**src/rtl/pipe_reg_hs.sv**
```systemverilog
// pipe_reg_hs: elastic valid/ready register chain with flush and occupancy count.
// Define PIPE_REG_HS_SKID_EN to add a 2-entry input skid so that in_ready comes straight from a flop.
module pipe_reg_hs #(
  parameter int DATA_WIDTH = 32,
  parameter int STAGES = 2
`ifdef PIPE_REG_HS_SKID_EN
  , localparam int CNT_W = $clog2(STAGES+3)
`else
  , localparam int CNT_W = $clog2(STAGES+1)
`endif
) (
  input  logic                  clk,
  input  logic                  rst_n,
  input  logic                  flush,
  input  logic                  in_valid,
  output logic                  in_ready,
  input  logic [DATA_WIDTH-1:0] in_data,
  output logic                  out_valid,
  input  logic                  out_ready,
  output logic [DATA_WIDTH-1:0] out_data,
  output logic [CNT_W-1:0]      occupancy
);
  logic [STAGES-1:0] v_q, v_d, adv;
  logic [DATA_WIDTH-1:0] d_q [STAGES];
  logic [DATA_WIDTH-1:0] d_d [STAGES];
  logic s0_v;
  logic [DATA_WIDTH-1:0] s0_d;
  // a stage advances when the output drains or any stage at or after it is empty
  always_comb begin
    adv = '0;
    for (int k = 0; k < STAGES; k++) adv[k] = out_ready | (|(~v_q >> k));
  end
  for (genvar i = 0; i < STAGES; i++) begin : g_st
    logic uv;
    logic [DATA_WIDTH-1:0] ud;
    if (i == 0) begin : g_head
      assign uv = s0_v;
      assign ud = s0_d;
    end else begin : g_body
      assign uv = v_q[i-1];
      assign ud = d_q[i-1];
    end
    assign v_d[i] = flush ? 1'b0 : (adv[i] ? uv : v_q[i]);
    assign d_d[i] = (adv[i] && uv) ? ud : d_q[i];
  end
  always_ff @(posedge clk or negedge rst_n) begin
    if (!rst_n) begin
      v_q <= '0;
      d_q <= '{default: '0};
    end else begin
      v_q <= v_d;
      d_q <= d_d;
    end
  end
  assign out_valid = v_q[STAGES-1];
  assign out_data  = d_q[STAGES-1];
`ifdef PIPE_REG_HS_SKID_EN
  logic [DATA_WIDTH-1:0] sk_q [2];
  logic [DATA_WIDTH-1:0] sk_d [2];
  logic [1:0] sn_q, sn_d;
  logic rdy_q, acc;
  assign acc  = in_valid & rdy_q;
  assign s0_v = (sn_q != 2'd0) | acc;
  assign s0_d = (sn_q != 2'd0) ? sk_q[0] : in_data;
  // held entries feed stage 0 first; a fresh beat bypasses only when the skid is empty
  always_comb begin
    sk_d = sk_q;
    sn_d = sn_q;
    if (sn_q != 2'd0 && adv[0]) begin
      sk_d[0] = sk_q[1];
      sn_d = sn_q - 2'd1;
    end
    if (acc && !(sn_q == 2'd0 && adv[0])) begin
      sk_d[sn_d[0]] = in_data;
      sn_d = sn_d + 2'd1;
    end
    if (flush) sn_d = 2'd0;
  end
  always_ff @(posedge clk or negedge rst_n) begin
    if (!rst_n) begin
      sk_q  <= '{default: '0};
      sn_q  <= 2'd0;
      rdy_q <= 1'b1;
    end else begin
      sk_q  <= sk_d;
      sn_q  <= sn_d;
      rdy_q <= sn_d != 2'd2;
    end
  end
  assign in_ready  = rdy_q;
  assign occupancy = CNT_W'($countones(v_q)) + CNT_W'(sn_q);
`else
  assign s0_v      = in_valid;
  assign s0_d      = in_data;
  assign in_ready  = adv[0];
  assign occupancy = CNT_W'($countones(v_q));
`endif
endmodule

```
**config.mk**
```make
export PLATFORM = sky130hd
export DESIGN_NAME = pipe_reg_hs
export DESIGN_NICKNAME = d
export VERILOG_FILES = /design/src/rtl/pipe_reg_hs.sv
export SDC_FILE = /design/constraint.sdc
export NUM_CORES = 1
export LEC_CHECK = 0
export CORE_ASPECT_RATIO = 0.7
export CORE_MARGIN = 2
export CORE_UTILIZATION = 45
export DETAILED_ROUTE_END_ITERATION = 8
export GPL_ROUTABILITY_DRIVEN = 0
export PLACE_DENSITY = 0.77
export REMOVE_ABC_BUFFERS = 1
export SLEW_MARGIN = 25
export SYNTH_ARGS = -nofsm -noshare
export SYNTH_HDL_FRONTEND = slang
export SYNTH_SLANG_ARGS = --single-unit
```
**constraint.sdc**
```tcl
create_clock -name clk -period 1.52 [get_ports clk]
set_input_delay 0.228 -clock clk [delete_from_list [all_inputs] [get_ports clk]]
set_output_delay 0.228 -clock clk [all_outputs]
set_load 0.1 [all_outputs]
```
Word level (Yosys, flattened, before mapping)
Index checks and enable logic that the tools add are counted.

word-level totals
  input port bits = 37
  output and inout port bits = 36
  word-level logic and storage cells = 17
  register bits = 66

operators by class
  bitwise logic cells = 3
  reductions and logical operators = 5
  add/subtract/negate cells = 1
  muxes and demuxes = 4

operators with widths
  cell                  count
  two-way mux 1 bit     4
  nonzero test 2 bit    2
  adder 1 x 1 -> 2 bit  1
  logical AND 1 bit     2
  inverter 2 bit        1
  bitwise OR 1 bit      2
  OR reduction 2 bit    1

Longest topological paths before layout
  depth in word-level cells = 5
  depth in mapped cells = 5
  mapped depth without buffers = 4

Worst setup path after synthesis
OpenSTA, ideal clock, no wires.

  kind = register to register
  from = register v_q[1]
  to = register d_q (netlist bit g_st[1].ud[0])
  path slack = -1.912 ns
  path buffers = 1
  data required time = 1.393 ns
  data arrival time = 3.304 ns
  period minus slack after synthesis = 3.432 ns
  library setup time = 0.127 ns
  stages on the path, launching flop included = 6
  cells stage by stage = dfrtp_1 > ha_1 > nand2b_2 > nand2_2 > buf_6 > mux2_1

on the way
  cells in the longest elaborated chain, start to end = 4

RTL lines
  element                 RTL line  source
  start, declared         23        logic [STAGES-1:0] v_q, v_d, adv;
  start signal, assigned  51        v_q <= v_d;
  inverter 2 bit          31        for (int k = 0; k < STAGES; k++) adv[k] = out_ready | (|(~v_q >> k));
  OR reduction 2 bit      31
  bitwise OR 1 bit        31
  net in_ready            16        output logic in_ready,
  logical AND 1 bit       44        assign d_d[i] = (adv[i] && uv) ? ud : d_q[i];
  end signal, assigned    49        d_q <= '{default: '0};
  end signal, assigned    52        d_q <= d_d;
  end, declared           24        logic [DATA_WIDTH-1:0] d_q [STAGES];

The timed path passes the listed nets, and every way through them passes these cells.
A chain may end at the register's enable or synchronous reset.

Worst setup path in the final report
  from = register v_q[1]
  to = output occupancy[1]

on the way
  cells in the longest elaborated chain, start to end = 1

RTL lines
  element                                     RTL line  source
  adder 1 x 1 -> 2 bit (implied by the code)  96        assign occupancy = CNT_W'($countones(v_q));
  end, declared                               21        output logic [CNT_W-1:0] occupancy

No other way between the ends.

==> flow_metrics.py <==
metrics = {
    "outcome": {
        "status": "finished, final reports clean",
    },
    "clock_tree": {
        "clk_latency_ps": 330,
        "htreeDepth": 3,
        "clock_path_buffers": 2,
        "postCtsSetupRepairBufs": 0,
        "ctsRootBufferMaster": "clkbuf_8",
        "cts_buffers": 9,
        "clk_pin_slew_ps": 70,
        "clkSinkCount": 66,
        "cts_tree": "yes",
    },
    "worst_setup_path": {
        "crit_path_start_kind": "register",
        "r2r_setup_slack_ps": 60,
        "cp.required_ps": 1290,
        "arrival_ps": 1240,
        "path_max_fanout": 2,
        "r2r-start": "v_q[1]",
        "worst_setup_path_end_kind": "primary output",
        "reg2regPathDepth": 5,
        "setup.worst_path.class": "register to primary output",
        "rr_endpoint": "out_data[4]",
    },
    "power_and_ir_drop": {
        "combinationalPowerShare_pct": 44.9,
        "swShare_pct": 41.61,
        "powerDensity_mw_per_mm2": 1617,
        "power_mw": 6.331,
        "p_int_mw": 3.697,
        "p_leak_nw": 1.699,
        "p_seq_share_pct": 36.3,
        "ir_drop_mv": 1.061,
        "switching_power_mw": 2.634,
        "p_clk_share_pct": 18.8,
    },
    "sta": {
        "hold_violations": 0,
        "skew_ps": 7.972,
        "setup_violations": 0,
        "fin_crit_sh_pct": 96.86,
        "worstMarginPinSlew_ps": 341.0,
        "hold_slack_ps": 436.8,
        "tns_ps": 0,
        "fmax_mhz": 679.2,
        "period_needed_ps": 1472,
        "slew_headroom_pct": 77.26,
        "slew_violations": 0,
    },
    "synthesis": {
        "syn_area_per_cell_um2": 17.06,
        "synth_top_area_cell": "dfrtp_1",
        "synth.top_cell.area_share_pct": 66.30,
        "yosysMostFrequentCell": "dfrtp_1",
        "synth-seq-cells": 66,
        "yosys-top-cells-count": "dfrtp_1, mux2_2, mux2_1, buf_4, buf_6",
        "synthMuxAreaShare_pct": 28.93,
        "yosysSeqAreaShare_pct": 66.30,
        "synthAdderAreaFrac_pct": 0.5023,
        "synth_compound_area_share_pct": 0.7534,
        "ys.flop_type": "dfrtp_1",
        "synth_xor_area_share_pct": 0,
        "yosys.area_share.simple_pct": 0.9543,
        "yosysUniqueCellTypes": 13,
        "synth_cells": 146,
        "syn_area_mm2": 0.002491,
        "synth_area_leaders": "dfrtp_1, mux2_2, mux2_1",
        "ys_warn_count": 0,
        "synth_edf_count": 0,
        "synth_top_family_by_area": "multiplexers",
        "async_flop_share_pct": 100.0,
    },
    "route": {
        "antenna_left": 0,
        "routed_wl_um": 4881,
        "drt_iter0_drc": 49,
        "num_vias": 1494,
        "drcViolationCount": 0,
        "firstDrtPassIters": 4,
        "via_per_inst": 4.835,
        "wl_per_cell_um": 15.80,
    },
    "place": {
        "dp_hpwl_um": 3603,
        "portBuffers": 72,
        "dp_cells": 294,
    },
    "finish": {
        "num-fill-cells": 359,
        "fin_util_pct": 74.10,
        "area_growth_pct": 57.21,
        "final_cells": 309,
        "finish.net_count": 271,
        "drive_gt1_share_pct": 41.35,
        "diodes": 0,
    },
    "die": {
        "die_w_um": 92.93,
        "design.core.area_mm2": 0.005285,
        "num_rows": 22,
        "die_h_um": 66.25,
        "dieArea_mm2": 0.006157,
        "start_util_pct": 47.14,
        "io_pins": 73,
    },
    "global_routing": {
        "grt_overflow": 0,
        "grt_max_degree": 67,
        "grt_pass1_vias": 1639,
        "antenna_found_initial": 0,
        "grt_first_pass_wirelength_um": 8059,
        "grt_usage_pct": 18.06,
    },
    "hold_path": {
        "hp-class": "primary input to async pin",
    },
    "run": {
        "maxCapViolCount": 0,
    },
}
## stage by stage
step	area (um^2)	setup slack [ps]
floorplan	2435	-2148
global placement	3734	-124.1
detailed placement	3734	-169.9
CTS	3902	13.71
global route	3916	-1.075
finish	3916	47.70
## per-layer routing
metal	track usage, %	share of wire [%]	up-vias	wire [um]
li1	-	-	689	-
met1	20.95	42	744	2045
met2	28.17	46	54	2248
met3	11.63	11	7	547
met4	4.412	0.80	0	39
met5	0	0	-	0
## registers in the layout, indices dropped and copies added, names as in the netlist
| signal | flops |
|---|---|
| g_st.ud | 32 |
| out_data | 32 |
| v_q | 2 |
## worst max path at each step
stage / cells past startpoint / startpoint / slack, ps / endpoint
after floorplan: 4 / v_q[1] / -2150 / g_st[1].ud[14]
after global placement: 5 / out_ready / -120 / out_data[24]
after detailed placement: 5 / out_ready / -170 / out_data[4]
after CTS: 2 / v_q[1] / 10 / occupancy[0]
after global routing: 3 / v_q[1] / -1 / occupancy[1]
final: 3 / v_q[1] / 50 / occupancy[1]
## cells in the final DEF, fill, tap and decap left out, types with 2 or more instances in the layout
cell / count
clkinv_2: 4
clkbuf_8: 9
clkdlybuf4s50_1: 35
a21oi_1: 2
buf_4: 4
buf_12: 40
mux2_2: 33
dfrtp_1: 66
inv_1: 2
mux2_1: 31
clkinvlp_4: 2
## what timing repair did
action                     4_1_cts  5_1_grt
setup endpoints to repair        2        1
hold endpoints to repair        66        0
gates cloned                     0        0
gates resized for setup          2        2
hold buffers                     1        0
pin swaps                        1        0
## final cells by class
| class | instances | area, um^2 | share of cell area, % |
|---|---|---|---|
| Sequential cell | 66 | 1652 | 42.17 |
| Clock inverter | 6 | 35.03 | 0.8946 |
| Clock buffer | 9 | 123.9 | 3.163 |
| Inverter | 2 | 7.507 | 0.1917 |
| Multi-Input combinational cell | 72 | 800.8 | 20.45 |
| Timing Repair Buffer | 82 | 1207 | 30.83 |
| Tap cell | 72 | 90.09 | 2.300 |
## power groups by stage
stage / clock network (mW) / registers (mW) / logic (mW)
after floorplan: 0 / 3.63 / 0.319
after global placement: 0 / 2.32 / 2.82
after detailed placement: 0 / 2.33 / 2.86
after CTS: 1.23 / 2.30 / 2.86
after global routing: 1.32 / 2.34 / 2.93
final: 1.19 / 2.30 / 2.84
## worst max-delay path, stage by stage, from the launching register on
cell and delay (ps):
dfrtp_1 420, ha_4 190, buf_4 140, buf_12 160
## cell families (layout without fill, tap and decap cells)
family                     Yosys count  in the layout
muxes                               64             64
adders and majority gates            1              1
and+or+nand+nor                      4              4
buffers and inverters                8             99
AOI/OAI and AO/OA                    3              3
DFF                                 66             66
Note: power is estimated with default switching activity, not from simulation.
